===== config.mk =====
export PLATFORM = sky130hd
export DESIGN_NAME = pipeline_skid_register
export DESIGN_NICKNAME = d
export VERILOG_FILES = /design/src/rtl/pipeline_skid_register.sv
export SDC_FILE = /design/constraint.sdc
export NUM_CORES = 1
export LEC_CHECK = 0
export ABC_AREA = 0
export CAP_MARGIN = 25
export CELL_PAD_IN_SITES_DETAIL_PLACEMENT = 1
export CELL_PAD_IN_SITES_GLOBAL_PLACEMENT = 1
export CORE_MARGIN = 4
export CORE_UTILIZATION = 40
export CTS_BUF_LIST = sky130_fd_sc_hd__clkbuf_2 sky130_fd_sc_hd__clkbuf_4 sky130_fd_sc_hd__clkbuf_8
export DETAILED_ROUTE_END_ITERATION = 8
export DONT_BUFFER_PORTS = 1
export MAX_ROUTING_LAYER = met4
export PLACE_DENSITY = 0.72
export REMOVE_ABC_BUFFERS = 1
export SLEW_MARGIN = 20
export SYNTH_ARGS = -nofsm -noshare
export SYNTH_HDL_FRONTEND = slang
export SYNTH_SLANG_ARGS = --single-unit

===== constraint.sdc =====
create_clock -name clk -period 2.5 [get_ports clk]
set_clock_uncertainty 0.15 [all_clocks]
set_input_delay 0.75 -clock clk [delete_from_list [all_inputs] [get_ports clk]]
set_output_delay 0.75 -clock clk [all_outputs]
set_load 0.05 [all_outputs]

===== src/rtl/pipeline_skid_register.sv =====
// Two-entry skid-buffer pipeline stage with valid/ready on both sides and fully registered backpressure.
// Optional saturating stall/drop counters are built when STAGE_REG_PERF_EN is defined.
module pipeline_skid_register #(
    parameter int               WIDTH   = 32,
    parameter logic [WIDTH-1:0] RST_VAL = {WIDTH{1'b0}},
    parameter int               CNT_W   = 16
) (
    input  logic             clk,
    input  logic             rst,
    input  logic             flush,
    input  logic             in_valid,
    output logic             in_ready,
    input  logic [WIDTH-1:0] in_data,
    output logic             out_valid,
    input  logic             out_ready,
    output logic [WIDTH-1:0] out_data,
    output logic [1:0]       occupancy
`ifdef STAGE_REG_PERF_EN
    ,
    output logic [CNT_W-1:0] stall_cnt,
    output logic [CNT_W-1:0] drop_cnt
`endif
);

    typedef enum logic [1:0] {
        EMPTY = 2'd0,
        ONE   = 2'd1,
        FULL  = 2'd2
    } state_t;

    logic             main_valid;
    logic             skid_valid;
    logic [WIDTH-1:0] main_data;
    logic [WIDTH-1:0] skid_data;
    logic             acc_in;
    logic             acc_out;
    state_t           state;

    if (WIDTH < 1) begin : g_bad_width
        $error("WIDTH must be at least 1");
    end
    if (CNT_W < 1) begin : g_bad_cnt_w
        $error("CNT_W must be at least 1");
    end

    // in_ready depends only on registered state and rst, never on out_ready.
    assign in_ready  = ~skid_valid & ~rst;
    assign out_valid = main_valid;
    assign out_data  = main_data;
    assign occupancy = {1'b0, main_valid} + {1'b0, skid_valid};
    assign acc_in    = in_valid & in_ready;
    assign acc_out   = main_valid & out_ready;

    always_comb begin
        state = EMPTY;
        if (skid_valid) begin
            state = FULL;
        end else if (main_valid) begin
            state = ONE;
        end
    end

    always_ff @(posedge clk) begin
        if (rst || flush) begin
            main_valid <= 1'b0;
            skid_valid <= 1'b0;
            main_data  <= RST_VAL;
            skid_data  <= RST_VAL;
        end else begin
            unique case (state)
                EMPTY: begin
                    if (acc_in) begin
                        main_valid <= 1'b1;
                        main_data  <= in_data;
                    end
                end
                ONE: begin
                    if (acc_in && acc_out) begin
                        main_data <= in_data;
                    end else if (acc_in) begin
                        skid_valid <= 1'b1;
                        skid_data  <= in_data;
                    end else if (acc_out) begin
                        main_valid <= 1'b0;
                    end
                end
                FULL: begin
                    // Skid word moves up; skid_data keeps its stale copy, masked by skid_valid.
                    if (acc_out) begin
                        main_data  <= skid_data;
                        skid_valid <= 1'b0;
                    end
                end
                default: begin
                end
            endcase
        end
    end

`ifdef STAGE_REG_PERF_EN
    localparam logic [CNT_W-1:0] CNT_MAX = '1;

    logic [2:0]       drop_add;
    logic [CNT_W+1:0] drop_sum;

    assign drop_add = {1'b0, occupancy} + {2'b00, acc_in};
    assign drop_sum = {2'b00, drop_cnt} + (CNT_W+2)'(drop_add);

    always_ff @(posedge clk) begin
        if (rst) begin
            stall_cnt <= '0;
            drop_cnt  <= '0;
        end else begin
            if (main_valid && !out_ready && !flush && stall_cnt != CNT_MAX) begin
                stall_cnt <= stall_cnt + CNT_W'(1);
            end
            if (flush) begin
                drop_cnt <= (drop_sum > {2'b00, CNT_MAX}) ? CNT_MAX : drop_sum[CNT_W-1:0];
            end
        end
    end
`endif

endmodule


# After elaboration in Yosys (flattened, before gate mapping)
# Cells that the tools add are included.
dict set report word_totals {
  reg_bits 66
  inputBits 37
  elab_cells 43
}
dict set report op_classes {
  add_sub_neg 1
  eq_ne 9
  mux 13
  n_bitwise 6
  reduce_logical 10
}
# cell count
set op_table {}
lappend op_table {{$mux W32} 3}
lappend op_table {{$pmux W32 S3} 1}
lappend op_table {{$ne A2 B2 Y1 const B} 7}
lappend op_table {{$reduce_and A4 Y1} 2}
lappend op_table {{$mux W1} 6}
lappend op_table {{$reduce_and A5 Y1} 1}
lappend op_table {{$pmux W1 S2} 2}
lappend op_table {{$reduce_bool A2 Y1} 2}
lappend op_table {{$and A1 B1 Y1} 3}
lappend op_table {{$not A1 Y1} 3}
lappend op_table {{$reduce_and A3 Y1} 1}
lappend op_table {{$reduce_bool A3 Y1} 1}
lappend op_table {{$add A1 B1 Y2} 1}
lappend op_table {{$eq A2 B1 Y1 const B} 1}
lappend op_table {{$eq A2 B2 Y1 const B} 1}
lappend op_table {{$logic_not A2 Y1} 1}
lappend op_table {{$mux W2} 1}
lappend op_table {{$logic_and A1 B1 Y1} 1}
lappend op_table {{$logic_or A1 B1 Y1} 1}

# Logic depth before layout (Yosys ltp)
# Gate-level depths: netlist of run 1.
dict set report depth {
  ltp_word 6
  depth_mapped 8
}

# Worst setup path after synthesis of run 1
# No wires, ideal clock.
dict set report synth_path {
  path_type {input-to-output}
  from {in rst}
  to {out in_ready}
  arrival_time_ns 1.395
  required_time_ns 1.600
  slack_ns 0.205
  cell_stages 1
  path_buffers 0
  cell_sequence {nor2_1}
}
dict set report synth_between {
  elab_chain_cells 2
}
# item line_no
set synth_lines {}
lappend synth_lines {{from (decl)} 9} ;# input logic rst,
lappend synth_lines {{$not A1 Y1} 47} ;# assign in_ready = ~skid_valid & ~rst;
lappend synth_lines {{$and A1 B1 Y1} 47}
lappend synth_lines {{to (decl)} 12} ;# output logic in_ready,
# Every way passes these cells.

# Worst setup path in the final report of run 1
dict set report layout_path {
  from {reg skid_valid}
  to {out occupancy[0]}
}
dict set report layout_between {
  elab_chain_cells 1
}
# item line_no
set layout_lines {}
lappend layout_lines {{from (decl)} 32} ;# logic skid_valid;
lappend layout_lines {{from (signal assigned)} 66} ;# skid_valid <= 1'b0;
lappend layout_lines {{from (signal assigned)} 81} ;# skid_valid <= 1'b1;
lappend layout_lines {{from (signal assigned)} 91} ;# skid_valid <= 1'b0;
lappend layout_lines {{$add A1 B1 Y2} 50} ;# assign occupancy = {1'b0, main_valid} + {1'b0, skid_valid};
lappend layout_lines {{to (decl)} 17} ;# output logic [1:0] occupancy
# Every way passes these cells.

==> results.md, run 1 <==
* Placement Cell Area at 2854 um^2
* Kind of critical path: flip-flop to output port
* Remaining DRCs at 0
* Hold WC Path Type: flip-flop to flip-flop
* Reg2reg path depth at 6
* Status: complete, no violations
* Largest net degree at the start of global routing at 38
* Clock period minus worst slack at 2341 ps
* CP cell instances: inv_1 > ha_1 > buf_4
* Fin. max-slew vios at 0
* CORE AREA at 6531 um^2
* WP data arrival at 1440 ps
* Reg power frac at 52.5%
* Setup violations, final at 0
* Power per standard cell area at 740.8 nW/um^2
* Nets at 350
* Combinational power share at 8.2%
* #FFs+latches synth at 66
* Global-route wire length before repair at 11,700 um
* Initial core utilization at 42.22%
* DRT antenna net count at 0
* Peak supply drop at 0.3603 mV
* Area of the multi-input gates at 1280 um^2
* Worst hold margin at 305.1 ps
* Worst-Margin Slew at 646.0 ps
* Netlist cell types at 23
* Hold path cells at 2
* Die area at 8286 um^2
* Crit-path max FO at 8
* RSZ-0062 raised after global routing: false
* Sequential-to-total area share from yosys stat at 47.91%
* Period utilisation layout at 93.65%
* Vias per inst at 5.696
* PortBufs at 0
* Crit path launch type: flip-flop
* Worst skew pair latency at 340 ps
* Sw power at 0.6306 mW
* CP Data Required Time at 1600 ps
* Cell count after synthesis at 310
* Number of flops mapped to enable cells by yosys at 0
* Die Wd at 91.03 um
* Finished Core Util at 46.65%
* CP max stage delay at 490 ps
* Final Non-Filler Cells at 391
* Worst slack, placed at 204.9 ps
* Async set or reset register ratio after synthesis at 0%
* Total Routed Length at 7226 um
* Final GP Congestion at 0.7048
* Syn-to-layout area delta at 10.48%
* Total GRT Usage at 18.40%
* TritonCTS clock tree: yes
* TritonRoute pass-1 iters at 4
* Slew HR at 56.93%
* H-Tree Level Count at 3
* Total gr overflow at 0
* Final Hold Violating Endpoints at 0
* Switching part of the total at 27.94%
* P_leak at 1.212 nW
* Vias in the first global route at 2,312
* Layout cells sized above 1 at 11.15%
* Max Clk Rate at 427.1 MHz
* Wire per inst at 18.48 um
* Min setup slack post-route at 158.7 ps
* Max Buffers Root-to-Sink at 2
* Drt initial violations at 64
* Post-Syn Area per Cell at 8.896 um^2
* Placed Instances at 376
* Most frequent cells in the layout: a21oi_1, dfxtp_1, nand2_1
* Reg clk slew, reported paths at 70 ps
* N_diodes at 0
* Chip height at 91.03 um
* Slowest CP cell: dfxtp_1
* Initial antenna violation count at 0
* Final Cell Area at 3047 um^2
* FP Rows at 29
* Max-cap violations at 0
* Post-DP HPWL at 4704 um
* Internal power at 1.626 mW
* Critical Path End Type: output port
* IO Pins at 73
* Ys Warns at 0
* FF+latch area at 1321 um^2
* Clock sinks at 66
* Routed via count at 2,227
* Root buf cell: clkbuf_8
* Post-cts sizing count at 0
* Fill cells at 766
* Clock share of power at 39.2%
* Setup bufs post-CTS at 0
* Post-Syn Area at 2758 um^2
* Synth Flop Type: dfxtp_1
* Total CTS buffers at 9
* Hold-fix buffers at CTS at 0
-- final cells by class --
type	count	area share, %
Tap cell	77	3.162
Timing Repair Buffer	16	4.764
Clock buffer	10	4.517
Inverter	3	0.3696
Sequential cell	66	43.37
Multi-Input combinational cell	214	42.01
Clock inverter	5	1.807
-- per-stage QoR --
step,power [mW],TNS [ps]
floorplan,1.330,-28350
global placement,1.391,0
detailed placement,1.399,0
CTS,2.291,0
global route,2.349,0
finish,2.257,0
-- path summary, 6_finish.rpt --
check | end | start | slack (ps)
max reg2reg | out_data[31] | out_valid | 470
max | occupancy[0] | skid_valid | 160
min reg2reg | skid_data[27] | skid_data[27] | 310
min | skid_data[27] | skid_data[27] | 310
-- layer usage --
layer / track usage [%] / share of wire, % / up-vias / wire (um)
met5: - / 0 / - / 0
met4: 4.899 / 0.97 / 0 / 70
met3: 8.760 / 7.7 / 6 / 556
met2: 30.84 / 51 / 49 / 3704
met1: 19.48 / 40 / 1086 / 2895
li1: - / - / 1086 / -
-- state kept, by name, summed over array words and instances (netlist names) --
| name | flops |
|---|---|
| skid_valid | 1 |
| out_data | 32 |
| skid_data | 32 |
| out_valid | 1 |
-- Yosys cell counts (2+ instances only) --
cell      instances  area, um^2
dfxtp_1          66        1321
inv_1             3       11.26
clkbuf_1         11       41.29
nand2_1          66       247.7
buf_2            10       50.05
a211oi_1         33       247.7
nor2_1            2       7.510
ha_1              3       37.54
a21oi_1          66       330.3
o21ai_0           2       10.01
mux2i_1          32       320.3
buf_6             3       33.78
buf_4             3       22.52
-- cells by family after synthesis --
| family | synth area share, % |
|---|---|
| compound gates | 22.23 |
| mux | 11.62 |
| buf+inv | 5.762 |
| simple gates | 11.12 |
| fa+ha+maj | 1.361 |
| flops | 47.91 |
-- power by group through the flow --
| stage | Combinational, mW | Sequential (mW) | Clock [mW] |
|---|---|---|---|
| 3_3_place_gp | 0.181 | 1.21 | 0 |
| 6_report | 0.186 | 1.19 | 0.886 |
| 2_1_floorplan | 0.126 | 1.20 | 0 |
| 3_5_place_dp | 0.188 | 1.21 | 0 |
| 4_1_cts | 0.189 | 1.19 | 0.915 |
| 5_1_grt | 0.208 | 1.19 | 0.953 |
-- critical path: cells and delay by family, from the launching register on --
| family | cells | cell delay, ps |
|---|---|---|
| flip-flops | 1 | 490 |
| buffers and inverters | 2 | 310 |
| adder cells (fa/ha/maj) | 1 | 300 |
No activity file was read; power rests on OpenSTA's default activity.
==> run 2, diff against run 1 <==
--- a/config.mk
+++ b/config.mk
@@ -9,7 +9,6 @@
 export CAP_MARGIN = 25
 export CELL_PAD_IN_SITES_DETAIL_PLACEMENT = 1
 export CELL_PAD_IN_SITES_GLOBAL_PLACEMENT = 1
-export CORE_MARGIN = 4
 export CORE_UTILIZATION = 40
 export CTS_BUF_LIST = sky130_fd_sc_hd__clkbuf_2 sky130_fd_sc_hd__clkbuf_4 sky130_fd_sc_hd__clkbuf_8
 export DETAILED_ROUTE_END_ITERATION = 8
==> results.md, run 2 (synthesis gave the netlist of run 1 again) <==
* Status: complete, no violations
* Remaining DRCs at 0
* CP delay by family, top: flip-flops
* Power per standard cell area at 754.6 nW/um^2
* Post-cts sizing count at 0
* Met1 global-route usage at 25.11%
* Setup violations, final at 0
* N_diodes at 0
* Slowest CP cell: dfxtp_1
* Total GRT Usage at 20.29%
* Drt initial violations at 90
* Clock period minus worst slack at 2314 ps
* CP Data Required Time at 1600 ps
* Initial antenna violation count at 0
* Post-DP HPWL at 4348 um
* DRT antenna net count at 0
* Final Non-Filler Cells at 391
* Total Routed Length at 6737 um
* WP data arrival at 1410 ps
* Max Buffers Root-to-Sink at 2
* Min setup slack post-route at 185.8 ps
* Period utilisation layout at 92.57%
* Root buf cell: clkbuf_8
* Kind of critical path: flip-flop to output port
* Layout cells sized above 1 at 11.15%
* Total power at 2.296 mW
* Reg clk slew, reported paths at 70 ps
* H-Tree Level Count at 3
* TritonRoute pass-1 iters at 5
* CP max stage delay at 500 ps
* Total gr overflow at 0
* Nets at 349
* CP cell instances: inv_1 > ha_1 > buf_4
* CORE AREA at 6495 um^2
* Met3 Usage GRT at 7.977%
* Vias in the first global route at 2,131
* Max-cap violations at 0
* Final GP Congestion at 0.7088
* Placed Instances at 375
* Worst-Margin Slew at 724.2 ps
* Final Hold Violating Endpoints at 0
* Switching part of the total at 26.30%
* Most frequent cells in the layout: a21oi_1, dfxtp_1, nand2_1
* PortBufs at 0
* Crit-path max FO at 8
* Clock sinks at 66
* Initial core utilization at 42.46%
* FF+latch area at 1321 um^2
* Die Wd at 85.03 um
* Sw power at 0.6039 mW
* P_leak at 1.218 nW
* Hold-fix buffers at CTS at 0
* Peak supply drop at 0.3831 mV
* Total CTS buffers at 9
* TritonCTS clock tree: yes
* Fin. max-slew vios at 0
* Setup bufs post-CTS at 0
* Global-route wire length before repair at 10,920 um
* Internal power at 1.692 mW
* Fill cells at 772
* Hold WC Path Type: flip-flop to flip-flop
* RSZ-0062 raised after global routing: false
* Worst slack, placed at 165.6 ps
* IO Pins at 73
* Wire per inst at 17.23 um
* Busiest layer in global routing: met2
* Vias per inst at 5.491
* Largest net degree at the start of global routing at 67
* Worst path bufs/invs at 2
* Max Clk Rate at 432.1 MHz
* Syn-to-layout area delta at 10.34%
* Worst skew pair latency at 340 ps
* Area of the multi-input gates at 1280 um^2
* Chip height at 85.03 um
* Combinational power share at 7.7%
* Met2 Track Usage GR at 31.23%
* Reg power frac at 51.6%
* Routed via count at 2,147
* Slew HR at 51.72%
* FP Rows at 29
* Crit path launch type: flip-flop
* Die area at 7230 um^2
* Critical Path End Type: output port
* Clock share of power at 40.6%
## run 2: changes by cell type in the layout (fill, tap and decap cells not counted)
cell	before	now
clkbuf_4	0	3
clkinv_2	2	1
clkbuf_8	10	11
clkinvlp_4	2	0
buf_12	2	1
## run 2: path summary, 6_finish.rpt
path	start	to	slack (ps)	cells past startpoint
max	skid_valid	occupancy[0]	190	3
min	skid_data[7]	skid_data[7]	300	2
max reg2reg	skid_valid	out_data[16]	470	7
min reg2reg	skid_data[7]	skid_data[7]	300	2
## run 2: layout make-up
class                      instances  share of cell area, %
sequential                        66                  43.42
multi-input combinational        214                  42.06
clock buffer                      14                  5.715
clock inverter                     2                  1.151
inverter                           3                 0.3701
timing repair buffer              15                  4.112
tap                               77                  3.166
## run 2: tightest hold or removal path, stage by stage (launching register included)
cell and delay [ps]:
dfxtp_1 310, nand2_1 50, a21oi_1 50
## run 2: stage by stage
step                util, %  instance area [um^2]  hold WS (ps)  setup TNS [ps]
floorplan                 -                  2610         285.7          -28350
global placement      43.63                  2834         290.6               0
detailed placement    43.63                  2834         296.1               0
CTS                   46.85                  3043         305.3               0
global route          46.85                  3043         317.4               0
finish                46.85                  3043         303.6               0
## run 2: metal layers
metal	part of all wire [%]	vias to the layer above	wire length [um]
met1	46	991	3085
li1	-	1092	-
met5	0	-	0
met2	47	62	3137
met4	0.25	0	17
met3	7.4	2	496
## run 2: power groups by stage
stage	Clock (mW)	Sequential, mW	Combinational [mW]
after floorplan	0	1.20	0.126
after global placement	0	1.21	0.175
after detailed placement	0	1.21	0.180
after CTS	0.963	1.19	0.181
after global routing	1.02	1.19	0.199
final	0.933	1.19	0.177
